[src/rtl/accel_pkg.sv]
// +-----------------------------------------------------------------------------+
// | accel_pkg: ADXL362 command/register constants, sequencer states, byte table |
// | Revision: 1.0                                                               |
// +-----------------------------------------------------------------------------+
`default_nettype none

package accel_pkg;

    localparam logic [7:0] CMD_WRITE     = 8'h0A;
    localparam logic [7:0] CMD_READ      = 8'h0B;
    localparam logic [7:0] REG_POWER_CTL = 8'h2D;
    localparam logic [7:0] REG_XDATA     = 8'h08;
    localparam logic [7:0] PWR_MEASURE   = 8'h02;

    typedef enum logic [2:0] {
        BOOT,
        CFG,
        GAP,
        WAIT,
        READ,
        UPDATE
    } state_t;

    // Outgoing byte for position idx of the configuration or read transaction.
    function automatic logic [7:0] tx_byte_for(input logic is_read, input logic [1:0] idx);
        logic [7:0] b;
        b = 8'h00;
        if (is_read) begin
            case (idx)
                2'd0:    b = CMD_READ;
                2'd1:    b = REG_XDATA;
                default: b = 8'h00;
            endcase
        end else begin
            case (idx)
                2'd0:    b = CMD_WRITE;
                2'd1:    b = REG_POWER_CTL;
                2'd2:    b = PWR_MEASURE;
                default: b = 8'h00;
            endcase
        end
        return b;
    endfunction

endpackage

`default_nettype wire

[src/rtl/spi_byte_engine.sv]
// +-----------------------------------------------------------------------------+
// | spi_byte_engine: mode-0 MSB-first byte shifter; chains bytes while cont=1    |
// | Revision: 1.0                                                               |
// +-----------------------------------------------------------------------------+
`default_nettype none

module spi_byte_engine #(
    parameter int CLK_DIV = 50
) (
    input  logic       clk,
    input  logic       reset,
    input  logic       start,
    input  logic       cont,
    input  logic [7:0] tx_byte,
    input  logic       miso,
    output logic [7:0] rx_byte,
    output logic       done,
    output logic       sclk,
    output logic       mosi
);

    localparam int           CW       = (CLK_DIV > 1) ? $clog2(CLK_DIV) : 1;
    localparam logic [CW-1:0] DIV_LAST = CW'(CLK_DIV - 1);

    logic          busy;
    logic [CW-1:0] cnt;
    logic [2:0]    bit_idx;
    logic [7:0]    shreg;

    // done marks the cycle before the last falling edge; tx_byte is taken there when cont is set.
    always_comb begin
        done = busy && sclk && (cnt == DIV_LAST) && (bit_idx == 3'd7);
    end

    always_ff @(posedge clk) begin
        if (!reset) begin
            busy    <= 1'b0;
            cnt     <= '0;
            bit_idx <= 3'd0;
            shreg   <= 8'h00;
            rx_byte <= 8'h00;
            sclk    <= 1'b0;
            mosi    <= 1'b0;
        end else if (start && !busy) begin
            busy    <= 1'b1;
            cnt     <= '0;
            bit_idx <= 3'd0;
            sclk    <= 1'b0;
            shreg   <= tx_byte;
            mosi    <= tx_byte[7];
        end else if (busy) begin
            if (cnt == DIV_LAST) begin
                cnt  <= '0;
                sclk <= ~sclk;
                if (!sclk) begin
                    rx_byte <= {rx_byte[6:0], miso};
                end else if (bit_idx == 3'd7) begin
                    bit_idx <= 3'd0;
                    if (cont) begin
                        shreg <= tx_byte;
                        mosi  <= tx_byte[7];
                    end else begin
                        busy <= 1'b0;
                        mosi <= 1'b0;
                    end
                end else begin
                    bit_idx <= bit_idx + 3'd1;
                    shreg   <= {shreg[6:0], 1'b0};
                    mosi    <= shreg[6];
                end
            end else begin
                cnt <= cnt + 1'b1;
            end
        end
    end

endmodule

`default_nettype wire

[src/rtl/accel_spi_reader.sv]
// +-----------------------------------------------------------------------------+
// | accel_spi_reader: configures the ADXL362, reads X/Y periodically and emits   |
// | {X5,Y5} with a valid strobe. Define ACCEL_AVG_EN for two-sample averaging.   |
// | Revision: 1.0                                                               |
// +-----------------------------------------------------------------------------+
`default_nettype none

module accel_spi_reader
    import accel_pkg::*;
#(
    parameter int CLK_DIV       = 50,
    parameter int SAMPLE_PERIOD = 1_000_000,
    parameter int BOOT_WAIT     = 600_000,
    parameter int CS_GAP        = 100
) (
    input  logic       in_clk,
    input  logic       reset,
    input  logic       miso,
    output logic       sclk,
    output logic       mosi,
    output logic       cs_n,
    output logic [9:0] movementData,
    output logic       data_valid
);

    localparam logic [31:0] BOOT_LAST = 32'(BOOT_WAIT);
    localparam logic [31:0] GAP_LAST  = 32'(CS_GAP - 1);
    localparam logic [31:0] SAMP_LAST = 32'(SAMPLE_PERIOD - 1);
    localparam logic [31:0] TAIL_LAST = 32'(CLK_DIV - 1);

    state_t      state;
    logic [31:0] cnt;
    logic [31:0] samp_cnt;
    logic [1:0]  byte_idx;
    logic        tail;
    logic [7:0]  x8;
    logic [7:0]  y8;
    logic [4:0]  x5;
    logic [4:0]  y5;

    logic        start;
    logic        cont;
    logic        done;
    logic        is_read;
    logic [1:0]  tx_idx;
    logic [7:0]  tx_byte;
    logic [7:0]  rx_byte;

    always_comb begin
        start   = ((state == BOOT) && (cnt == BOOT_LAST)) ||
                  ((state == WAIT) && (samp_cnt == SAMP_LAST));
        is_read = (state == WAIT) || (state == READ);
        tx_idx  = start ? 2'd0 : byte_idx + 2'd1;
        tx_byte = tx_byte_for(is_read, tx_idx);
        cont    = (state == READ) ? (byte_idx != 2'd3) : (byte_idx != 2'd2);
    end

`ifdef ACCEL_AVG_EN
    logic [7:0] prev_x;
    logic [7:0] prev_y;
    logic [8:0] sum_x;
    logic [8:0] sum_y;

    // Bits [8:4] of the 9-bit sum are (sum >>> 1)[7:3].
    always_comb begin
        sum_x = {x8[7], x8} + {prev_x[7], prev_x};
        sum_y = {y8[7], y8} + {prev_y[7], prev_y};
        x5    = sum_x[8:4];
        y5    = sum_y[8:4];
    end

    always_ff @(posedge in_clk) begin
        if (!reset) begin
            prev_x <= 8'h00;
            prev_y <= 8'h00;
        end else if (state == UPDATE) begin
            prev_x <= x8;
            prev_y <= y8;
        end
    end
`else
    always_comb begin
        x5 = x8[7:3];
        y5 = y8[7:3];
    end
`endif

    spi_byte_engine #(
        .CLK_DIV (CLK_DIV)
    ) u_engine (
        .clk     (in_clk),
        .reset   (reset),
        .start   (start),
        .cont    (cont),
        .tx_byte (tx_byte),
        .miso    (miso),
        .rx_byte (rx_byte),
        .done    (done),
        .sclk    (sclk),
        .mosi    (mosi)
    );

    always_ff @(posedge in_clk) begin
        if (!reset) begin
            state        <= BOOT;
            cnt          <= 32'd0;
            samp_cnt     <= 32'd0;
            byte_idx     <= 2'd0;
            tail         <= 1'b0;
            cs_n         <= 1'b1;
            x8           <= 8'h00;
            y8           <= 8'h00;
            movementData <= 10'd0;
            data_valid   <= 1'b0;
        end else begin
            data_valid <= 1'b0;

            // Saturated before the first read so the first WAIT expires at once.
            if ((state == BOOT) || (state == CFG)) begin
                samp_cnt <= SAMP_LAST;
            end else if (start) begin
                samp_cnt <= 32'd0;
            end else if (samp_cnt != SAMP_LAST) begin
                samp_cnt <= samp_cnt + 32'd1;
            end

            case (state)
                BOOT: begin
                    if (start) begin
                        state    <= CFG;
                        cs_n     <= 1'b0;
                        cnt      <= 32'd0;
                        byte_idx <= 2'd0;
                    end else begin
                        cnt <= cnt + 32'd1;
                    end
                end
                CFG, READ: begin
                    if (tail) begin
                        if (cnt == TAIL_LAST) begin
                            cs_n  <= 1'b1;
                            tail  <= 1'b0;
                            cnt   <= 32'd0;
                            state <= (state == READ) ? UPDATE : GAP;
                        end else begin
                            cnt <= cnt + 32'd1;
                        end
                    end else if (done) begin
                        if ((state == READ) && (byte_idx == 2'd2)) x8 <= rx_byte;
                        if ((state == READ) && (byte_idx == 2'd3)) y8 <= rx_byte;
                        if (cont) begin
                            byte_idx <= byte_idx + 2'd1;
                        end else begin
                            tail <= 1'b1;
                            cnt  <= 32'd0;
                        end
                    end
                end
                GAP: begin
                    if (cnt >= GAP_LAST) begin
                        state <= WAIT;
                        cnt   <= 32'd0;
                    end else begin
                        cnt <= cnt + 32'd1;
                    end
                end
                WAIT: begin
                    if (start) begin
                        state    <= READ;
                        cs_n     <= 1'b0;
                        byte_idx <= 2'd0;
                    end
                end
                UPDATE: begin
                    movementData <= {x5, y5};
                    data_valid   <= 1'b1;
                    state        <= GAP;
                    cnt          <= 32'd0;
                end
                default: begin
                    state <= BOOT;
                end
            endcase
        end
    end

endmodule

`default_nettype wire

[config.mk]
export PLATFORM = sky130hd
export DESIGN_NAME = accel_spi_reader
export DESIGN_NICKNAME = d
export VERILOG_FILES = /design/src/rtl/accel_pkg.sv /design/src/rtl/spi_byte_engine.sv /design/src/rtl/accel_spi_reader.sv
export SDC_FILE = /design/constraint.sdc
export NUM_CORES = 1
export LEC_CHECK = 0
export CAP_MARGIN = 15
export CORE_ASPECT_RATIO = 1.75
export CORE_UTILIZATION = 45
export CTS_BUF_LIST = sky130_fd_sc_hd__clkbuf_8 sky130_fd_sc_hd__clkbuf_16
export DETAILED_ROUTE_END_ITERATION = 7
export PLACE_DENSITY_LB_ADDON = 0.1
export REMOVE_ABC_BUFFERS = 1
export SLEW_MARGIN = 20
export SYNTH_ARGS = -nofsm -noshare
export SYNTH_HDL_FRONTEND = slang
export SYNTH_SLANG_ARGS = --single-unit
[constraint.sdc]
create_clock -name in_clk -period 2.5 [get_ports in_clk]
set_input_delay 0.25 -clock in_clk [delete_from_list [all_inputs] [get_ports in_clk]]
set_output_delay 0.25 -clock in_clk [all_outputs]
set_load 0.05 [all_outputs]
==> results of run 1 <==
[how the worst max path moves through the flow]
stage | startpoint | end | slack (ps) | cells after the start
finish | cnt[0] | cnt[20] | 130 | 7
global route | cnt[0] | cnt[20] | 20 | 7
detailed placement | cnt[0] | cnt[20] | 150 | 9
global placement | cnt[0] | cnt[20] | 160 | 9
floorplan | u_engine.sclk | cnt[0] | -420 | 5
CTS | cnt[0] | cnt[20] | 60 | 9
[power breakdown]
part	internal (W)	total (W)	switching, W
Combinational	0.0000366	0.0000922	0.0000556
Clock	0.00147	0.00237	0.000903
Sequential	0.00191	0.00193	0.0000202
Total	0.00342	0.00440	0.000979
[flip-flops by register name (all words and copies together) (netlist names)]
signal            cells
cnt                  32
samp_cnt             32
movementData         10
u_engine.rx_byte      8
u_engine.shreg        7
u_engine.cnt          6
x8                    5
y8                    5
state                 3
u_engine.bit_idx      3
byte_idx              2
cs_n                  1
data_valid            1
tail                  1
u_engine.busy         1
u_engine.mosi         1
u_engine.sclk         1
[metal layers]
| layer | part of all wire, % | up-vias |
|---|---|---|
| met5 | 0 | - |
| met4 | 2.6 | 0 |
| met3 | 2.3 | 28 |
| met2 | 57 | 69 |
| met1 | 38 | 2238 |
| li1 | - | 2394 |
[worst register-to-register path: cells and delay by family, from the launching register on]
| family | cells | cell delay [ps] |
|---|---|---|
| adders and majority gates | 1 | 270 |
| DFF | 1 | 370 |
| AOI/OAI and AO/OA | 3 | 470 |
| and+or+nand+nor | 3 | 1180 |
[final cells by class]
cell class	instances	area, µm²	share of cell area, %
multi-input cells	506	3000	45.3
repair buffers	41	385	5.82
flip-flops and latches	119	2380	36.0
clock inverters	15	153	2.30
well taps	165	206	3.12
clock buffers	17	425	6.42
inverters	18	67.6	1.02
[synthesized netlist by cell type, types with 7 or more instances]
library cell / n / share of area (%)
mux2i_1: 20 / 3.6
dfxtp_1: 119 / 43
a21oi_1: 34 / 3.1
ha_1: 10 / 2.3
buf_2: 7 / 0.63
nand4_1: 15 / 1.7
nor2_1: 119 / 8.1
xor2_1: 24 / 3.8
nand3_1: 43 / 3.9
o21a_1: 7 / 0.95
nor3_1: 17 / 1.5
and3_1: 16 / 1.8
nor4_1: 15 / 1.7
clkbuf_1: 15 / 1.0
nand2_1: 67 / 4.5
o21ai_0: 13 / 1.2
inv_1: 16 / 1.1
xnor2_1: 37 / 5.8
[what timing repair did]
action / 4_1_cts / 5_1_grt
endpoints found under the setup margin: 0 / 34
endpoints found under the hold margin: 0 / 0
gates resized for setup: 0 / 2
[cells by family (layout without fill, tap and decap cells)]
kind of cell / Yosys count / count (layout)
XOR/XNOR: 61 / 61
AO/OA/AOI/OAI: 84 / 84
multiplexers: 21 / 21
adder cells (fa/ha/maj): 10 / 10
flip-flops: 119 / 119
AND/OR/NAND/NOR: 330 / 330
buffers and inverters: 42 / 91
[through the flow]
| stage | util [%] | TNS (ps) | hold slack (ps) |
|---|---|---|---|
| after detailed placement | 50.3 | 0 | 447 |
| after CTS | 55.1 | 0 | 455 |
| after global placement | 50.3 | 0 | 449 |
| after global routing | 55.2 | 0 | 477 |
| final | 55.2 | 0 | 452 |
| after floorplan | - | -12890 | 367 |
==> flow_summary.toml, run 1 <==
[run_status]
outcome = "completed"

[clock_tree]
clkTransAtPathRegs_ps = 60
cts-buffers-inserted = 17
root_buffer = "clkbuf_16"
htree_num_levels = 4
clkLatencyLatePin_ps = 410
cts_buffer_depth = 2
clock-sinks = 119
post_cts_buffers = 0
cts_tree = "done"
ctsHoldBuffers = 0

[placed_design]
dp_hpwl_mm = 9.49
dp.cells = 849
pre_cts_ws_ps = 145
dpl_cell_area_um2 = 6040
gp_congestion = 0.837
port_buffers = 16

[global_route]
first_global_vias = 4679
grt_max_degree = 38
gr-usage-met1_pct = 21.5
grt_usage_pct = 21.6
grt_antenna_before_repair = 0
grt_pass1_wl_mm = 21.6
top_usage_layer = "met2"
grt.met3_usage_pct = 4.15
grtUsageMet2_pct = 41.6
gr-total-overflow = 0

[power_and_ir_drop]
power_density_nw_per_um2 = 664
power.total_w = 0.00440
leakage_nw = 2.40
vdd_ir_drop_max_v = 0.000436

[worst_setup_path]
rrSetupSlack_ps = 130
rr_worst_depth = 7
end_kind = "flop"
crit_top_cell = "or4_1"
crit_buf_inv = 0
crit-reg2reg-capture = "cnt[20]"
start_kind = "flop"
cp.required_ps = 2830
critPathKind = "flop to flop"
path_cells = "ha_1, nor4_1, o211ai_1, or4_1, o2111a_1, or4_1, a21oi_1"
slowest_stage = "or4_1"
crit_arrival_ps = 2700
r2r_start = "cnt[0]"
crit_fanout = 6
crit_path_max_incr_delay_ps = 520
crit_family = "simple AND/OR/NAND/NOR gates"

[logic_synthesis]
yosys_warnings = 0
synth_area_um2 = 5550
synth-seq-cells = 119
synthArstFlopShare_pct = 0
synth_fa_ha_area_share_pct = 2.26
synth.area.mux_share_pct = 3.81
synth_compound_area_share_pct = 9.32
synthXorXnorAreaFrac_pct = 9.63
synth_area_per_cell_um2 = 8.31
synth_edf_count = 0
yosys.area_share.simple_pct = 29.0
synthDistinctLibCells = 57
syn_inst = 667
ys.flop_type = "dfxtp_1"
synth_top_family_by_area = "simple AND/OR/NAND/NOR gates"
ys_seq_area_share_pct = 43.0

[drt]
dr_total_vias = 4729
drc = 0
drt-vias-per-instance = 5.37
drtPass1Iterations = 4
postRouteAntennaNets = 0
drt_wl_total_mm = 12.9
drtIter0Drc = 162
wire_per_inst_um = 14.6

[layout]
nNetsFinal = 716
stdcell_area_um2 = 6620
fillers = 1138
drive_above_1_share_pct = 9.64
area_growth_pct = 19.4
mostFrequentLayoutCells = "119 x nor2_1, 119 x dfxtp_1, 67 x nand2_1"
antenna_cells = 0
instances_no_fill = 881

[timing]
slew_viol_final = 0
hold_violations = 0
setup_viol = 0
min_period_ps = 2370
fmax_ghz = 0.422
finalCritPeriodShare_pct = 94.7
tightest_slew_ps = 672
rsz0062_at_grt = "false"
relSlewSlack_pct = 55.1
final.setup.worst_slack_ps = 132
skew_ps = 7.21

[floorplan]
ioPinCount = 17
initial_utilization_pct = 46.2
die_y_um = 149
coreArea_um2 = 12000
dieArea_um2 = 12800
rows = 53
dieWidth_um = 85.9

[worst_hold_path]
min_path_cells = 2
min-delay-path-class = "flop to flop"
hold_start = "x8[6]"
min_to = "x8[6]"

[flow_run]
cap_violations = 0
Power figures use the tool's default switching activity.
==> inputs of run 2 (changes only) <==
SLEW_MARGIN = 10   (was 20)
==> results of run 2 <==
No change in the layout: final DEF, timing and power equal those of run 1.
